[config.mk]
export PLATFORM = sky130hd
export DESIGN_NAME = seg7_pattern_decoder
export DESIGN_NICKNAME = d
export VERILOG_FILES = /design/src/rtl/seg7_pattern_decoder.sv
export SDC_FILE = /design/constraint.sdc
export NUM_CORES = 1
export LEC_CHECK = 0
export BUFFER_PORTS_ARGS = -buffer_cell sky130_fd_sc_hd__buf_2
export CORE_MARGIN = 4
export CORE_UTILIZATION = 52
export CTS_CLUSTER_SIZE = 24
export DETAILED_ROUTE_END_ITERATION = 8
export PLACE_DENSITY_LB_ADDON = 0.05
export SLEW_MARGIN = 0
export SYNTH_ARGS = -nofsm -noshare
export SYNTH_HDL_FRONTEND = slang
export SYNTH_SLANG_ARGS = --single-unit
[constraint.sdc]
create_clock -name clk -period 1.6 [get_ports clk]
set_input_delay 0.08 -clock clk [delete_from_list [all_inputs] [get_ports clk]]
set_output_delay 0.08 -clock clk [all_outputs]
set_load 0.005 [all_outputs]
[src/rtl/seg7_pattern_decoder.sv]
// Synchronises, debounces and decodes an active-low 7-segment bus into hex events.
// Define SEG7_DEC_DP_EN to add the decimal point (dp_in / out_dp) to the pattern.
module seg7_pattern_decoder #(
    parameter int SYNC_STAGES   = 2,
    parameter int STABLE_CYCLES = 4
) (
    input  logic       clk,
    input  logic       rst,
    input  logic [6:0] seg_in,
`ifdef SEG7_DEC_DP_EN
    input  logic       dp_in,
    output logic       out_dp,
`endif
    output logic       out_valid,
    input  logic       out_ready,
    output logic [3:0] out_digit,
    output logic       out_blank,
    output logic       out_err,
    output logic       overrun
);

`ifdef SEG7_DEC_DP_EN
    localparam int W = 8;
    logic [W-1:0] raw;
    assign raw = {dp_in, seg_in};
`else
    localparam int W = 7;
    logic [W-1:0] raw;
    assign raw = seg_in;
`endif

    localparam int CW = $clog2(STABLE_CYCLES + 1);
    localparam logic [W-1:0] IDLE_PAT = '1;
    localparam logic [CW-1:0] CNT_MAX = CW'(STABLE_CYCLES);

    typedef enum logic {
        TRACK,
        SETTLE
    } state_t;

    logic [W-1:0]  sync_q [SYNC_STAGES];
    logic [W-1:0]  s;
    state_t        state;
    logic [W-1:0]  cand;
    logic [W-1:0]  last_rep;
    logic [CW-1:0] cnt;
    logic          ev;
    logic [W-1:0]  ev_pat;

    always_ff @(posedge clk) begin
        if (rst) begin
            for (int i = 0; i < SYNC_STAGES; i++) sync_q[i] <= IDLE_PAT;
        end else begin
            sync_q[0] <= raw;
            for (int i = 1; i < SYNC_STAGES; i++) sync_q[i] <= sync_q[i-1];
        end
    end

    assign s = sync_q[SYNC_STAGES-1];

    // ev is a registered strobe; the output stage consumes it one edge later
    always_ff @(posedge clk) begin
        if (rst) begin
            state    <= TRACK;
            cand     <= IDLE_PAT;
            last_rep <= IDLE_PAT;
            cnt      <= '0;
            ev       <= 1'b0;
            ev_pat   <= IDLE_PAT;
        end else begin
            ev <= 1'b0;
            unique case (state)
                TRACK: begin
                    if (s != last_rep) begin
                        state <= SETTLE;
                        cand  <= s;
                        cnt   <= CW'(1);
                    end
                end
                SETTLE: begin
                    if (s == last_rep) begin
                        state <= TRACK;
                    end else if (s != cand) begin
                        cand <= s;
                        cnt  <= CW'(1);
                    end else if (cnt == CNT_MAX) begin
                        ev       <= 1'b1;
                        ev_pat   <= cand;
                        last_rep <= cand;
                        state    <= TRACK;
                    end else begin
                        cnt <= cnt + CW'(1);
                    end
                end
            endcase
        end
    end

    logic [3:0] dec_digit;
    logic       dec_blank;
    logic       dec_err;

    always_comb begin
        dec_digit = 4'h0;
        dec_blank = 1'b0;
        dec_err   = 1'b0;
        case (ev_pat[6:0])
            7'h40: dec_digit = 4'h0;
            7'h79: dec_digit = 4'h1;
            7'h24: dec_digit = 4'h2;
            7'h30: dec_digit = 4'h3;
            7'h19: dec_digit = 4'h4;
            7'h12: dec_digit = 4'h5;
            7'h02: dec_digit = 4'h6;
            7'h78: dec_digit = 4'h7;
            7'h00: dec_digit = 4'h8;
            7'h18: dec_digit = 4'h9;
            7'h08: dec_digit = 4'hA;
            7'h03: dec_digit = 4'hB;
            7'h46: dec_digit = 4'hC;
            7'h21: dec_digit = 4'hD;
            7'h06: dec_digit = 4'hE;
            7'h0E: dec_digit = 4'hF;
            7'h7F: dec_blank = 1'b1;
            default: dec_err = 1'b1;
        endcase
    end

    always_ff @(posedge clk) begin
        if (rst) begin
            out_valid <= 1'b0;
            out_digit <= 4'h0;
            out_blank <= 1'b0;
            out_err   <= 1'b0;
            overrun   <= 1'b0;
`ifdef SEG7_DEC_DP_EN
            out_dp    <= 1'b0;
`endif
        end else begin
            overrun <= 1'b0;
            if (ev && (!out_valid || out_ready)) begin
                out_valid <= 1'b1;
                out_digit <= dec_digit;
                out_blank <= dec_blank;
                out_err   <= dec_err;
`ifdef SEG7_DEC_DP_EN
                out_dp    <= ~ev_pat[7];
`endif
            end else begin
                if (ev) overrun <= 1'b1;
                if (out_ready) out_valid <= 1'b0;
            end
        end
    end

endmodule

==> impl_results.md <==
* Sink Count at 41
* DR WL/cell at 15.48 um
* Die height at 69.66 um
* Synth Register Bits at 41
* Post-Place Cell Area at 0.002295 mm^2
* Register area share after synthesis at 0.4152
* Synth Area in Compound Gates at 0.1418
* CP Data Required Time at 1.83 ns
* GP Congestion at 0.8510
* Hold Vio Cnt, Final at 0
* Max-slew headroom at 0.7293
* Share of layout cells above drive strength 1 at 0.4149
* Overall routing resource usage at 0.2158
* Horiz. Die Dim at 69.66 um
* Initial Utilization at 0.5400
* NumNets Final at 293
* FP Rows at 22
* Pin count of the biggest net entering global routing at 23
* Synth warn at 0
* Layout Cell Area excl Fill at 0.002683 mm^2
* Pwr/cell area at 843.4 mW/mm^2
* Detail Route Antenna Nets at 0
* I/O Pins at 18
* Hold Crit Class: primary input to flip-flop
* Unique cell type count in the Yosys netlist at 42
* DP Wirelength at 3387 um
* Final worst slack at -0.01588 ns
* Final Max Tran Viols at 0
* Max Clock Skew at 0.007110 ns
* Max-cap viol count at 0
* WP data arrival at 1.85 ns
* CTS tree: built
* Proportion of synthesized area in mux cells at 0
* Post-route DRC at 0
* Final setup violating endpoints at 5
* Worst-path maximum fanout at 5
* Primary FF master, synth: dfxtp_1
* Largest family of logic cells by synthesized area: simple AND/OR/NAND/NOR gates
* Via count at 1865
* I/O Buffers at 17
* Vias in the first global route at 1755
* Synth Area in XOR/XNOR at 0.07532
* Global route overflow at 0
* Unrepaired setup endpoints after global routing: yes
* Non-filler instance count after layout at 330
* First-pass GRT wire length at 8452 um
* DRT Pass-1 Iters at 5
* Initial antenna violation count at 0
* Final Cycle Share at 1.010
* Post-Syn Instances at 230
* Setup TNS at -0.04582 ns
* Routed wire length at 5110 um
* Vias per cell at 5.652
* Post-synth EDFFs at 0
* Core Area at 0.003661 mm^2
* Fmax achieved at 0.6189 GHz
* Post-Syn Area at 0.001977 mm^2
* Clk slew on worst S/H paths at 0.08 ns
* Clock buffer depth at 2
* Synth Net Count at 242
* Setup crit end kind: flip-flop
* VDD IR max at 0.6265 mV
* Diode count at 0
* Die area at 0.004853 mm^2
* Final min period at 1.616 ns
* Worst slack, placed at -0.1125 ns
* Post-synthesis area per instance at 8.595 um^2
* CP Launch Type: flip-flop
* Cts bufs inserted at 5
* Fraction of registers with async set/reset at 0
* Static Leak at 1.150 nW
* Crit Path Category: flip-flop to flip-flop
* R2R Setup Slk at -0.02 ns
* Root buffer cell: clkbuf_8
* Layout area overhead at 35.70%
* Failing checks: setup timing
* H-tree Lvls at 2
* Simple-gate share of the synthesized area at 0.2861
* Post-layout util at 0.7327
* Run status: finished with violations
* DP Cell Count at 311
* DR iter-0 viols at 214
* Worst Max-Slew Pin Slew at 0.4024 ns
* Share of synthesized cell area in full adder, half adder and majority cells at 0.01266
* Clk_lat worst skew at 0.29 ns
[critical path, stage by stage, from the launching register on]
cell and delay [ns]:
dfxtp_4 0.38, xor2_1 0.17, nor4_2 0.34, and4_4 0.30, buf_2 0.18, o21ai_0 0.11, nand3_1 0.08
[what timing repair did]
action / in CTS / in global routing
resized for setup: 13 / 40
gates cloned: 0 / 1
pin swaps: 3 / 14
setup endpoints to repair: 17 / 22
hold endpoints to repair: 7 / 0
hold buffers: 7 / 0
buffers inserted: 1 / 3
[final timing paths]
path,startpoint,end,cells past startpoint
worst max-delay path,ev_pat[4],ev_pat[4],6
worst min-delay path,out_ready,overrun,3
worst max register to register,ev_pat[4],ev_pat[4],6
worst min register to register,sync_q[0][3],sync_q[0][10],1
[kinds of logic after synthesis]
family                   count (synthesis)
XOR/XNOR                                17
AO/OA/AOI/OAI                           45
adder cells (fa/ha/maj)                  2
AND/OR/NAND/NOR                         98
buffers and inverters                   27
flip-flops                              41
[report_power, final]
part | total (W) | internal (W) | leakage, nW | switching, W
sequential | 0.00109 | 0.00106 | 0.333 | 0.0000333
combinational | 0.000308 | 0.000153 | 0.759 | 0.000154
clock | 0.000864 | 0.000509 | 0.0585 | 0.000355
total | 0.00226 | 0.00172 | 1.15 | 0.000542
[state kept, by name, summed over array words and instances (netlist names)]
register   count
cnt            3
cand           7
out_valid      1
state          1
out_digit      4
sync_q        14
ev_pat         7
out_blank      1
overrun        1
out_err        1
ev             1
[area by class of cell]
class,count,area (um^2)
flip-flops and latches,41,845.8
fillers,276,978.4
clock inverters,1,30.03
repair buffers,64,488.0
inverters,7,26.28
well taps,48,60.06
clock buffers,7,86.33
multi-input cells,162,1146
[routing by layer]
layer  routed length (um)  track usage  up-vias  part of all wire
met4                  116      0.09362        0             0.023
met2                 2416       0.3252       71              0.47
met3                  264      0.04493       14             0.052
met5                    0            0        -                 0
met1                 2313       0.2976      877              0.45
li1                     -            -      903                 -
[placed cells by master (no fill, tap or decap), types with 6 or more instances in the layout]
master,netlist,layout
or2_2,14,14
dlygate4sd3_1,0,7
nand3_2,0,6
nor2_1,8,8
dfxtp_1,41,29
buf_2,10,18
o21ai_0,21,17
buf_4,2,33
nand2_1,11,11
xnor2_1,7,7
clkbuf_8,0,6
inv_1,7,7
nand3_1,32,26
dfxtp_2,0,8
a21oi_1,9,6
xor2_1,10,8
[synthesized netlist by cell type, types with 2 or more instances]
cell	n	area share
a211oi_2	2	0.013
a21oi_1	9	0.023
a31oi_1	2	0.0063
a32oi_1	2	0.0089
a41oi_1	2	0.0089
and3_1	4	0.013
and4_1	3	0.013
buf_2	10	0.025
buf_4	2	0.0076
buf_6	2	0.011
clkbuf_1	6	0.011
dfxtp_1	41	0.42
ha_1	2	0.013
inv_1	7	0.013
nand2_1	11	0.021
nand3_1	32	0.081
nor2_1	8	0.015
nor2b_1	6	0.019
nor3_1	5	0.013
nor3b_1	3	0.011
nor4_1	2	0.0063
o21ai_0	21	0.053
or2_2	14	0.044
xnor2_1	7	0.031
xor2_1	10	0.044
[stage by stage]
step	hold slack [ns]	power (W)
floorplan	0.1838	0.001280
global placement	0.2641	0.001359
detailed placement	0.2656	0.001374
CTS	0.1091	0.002253
global route	0.1471	0.002373
finish	0.1123	0.002262
Power figures use the tool's default switching activity.
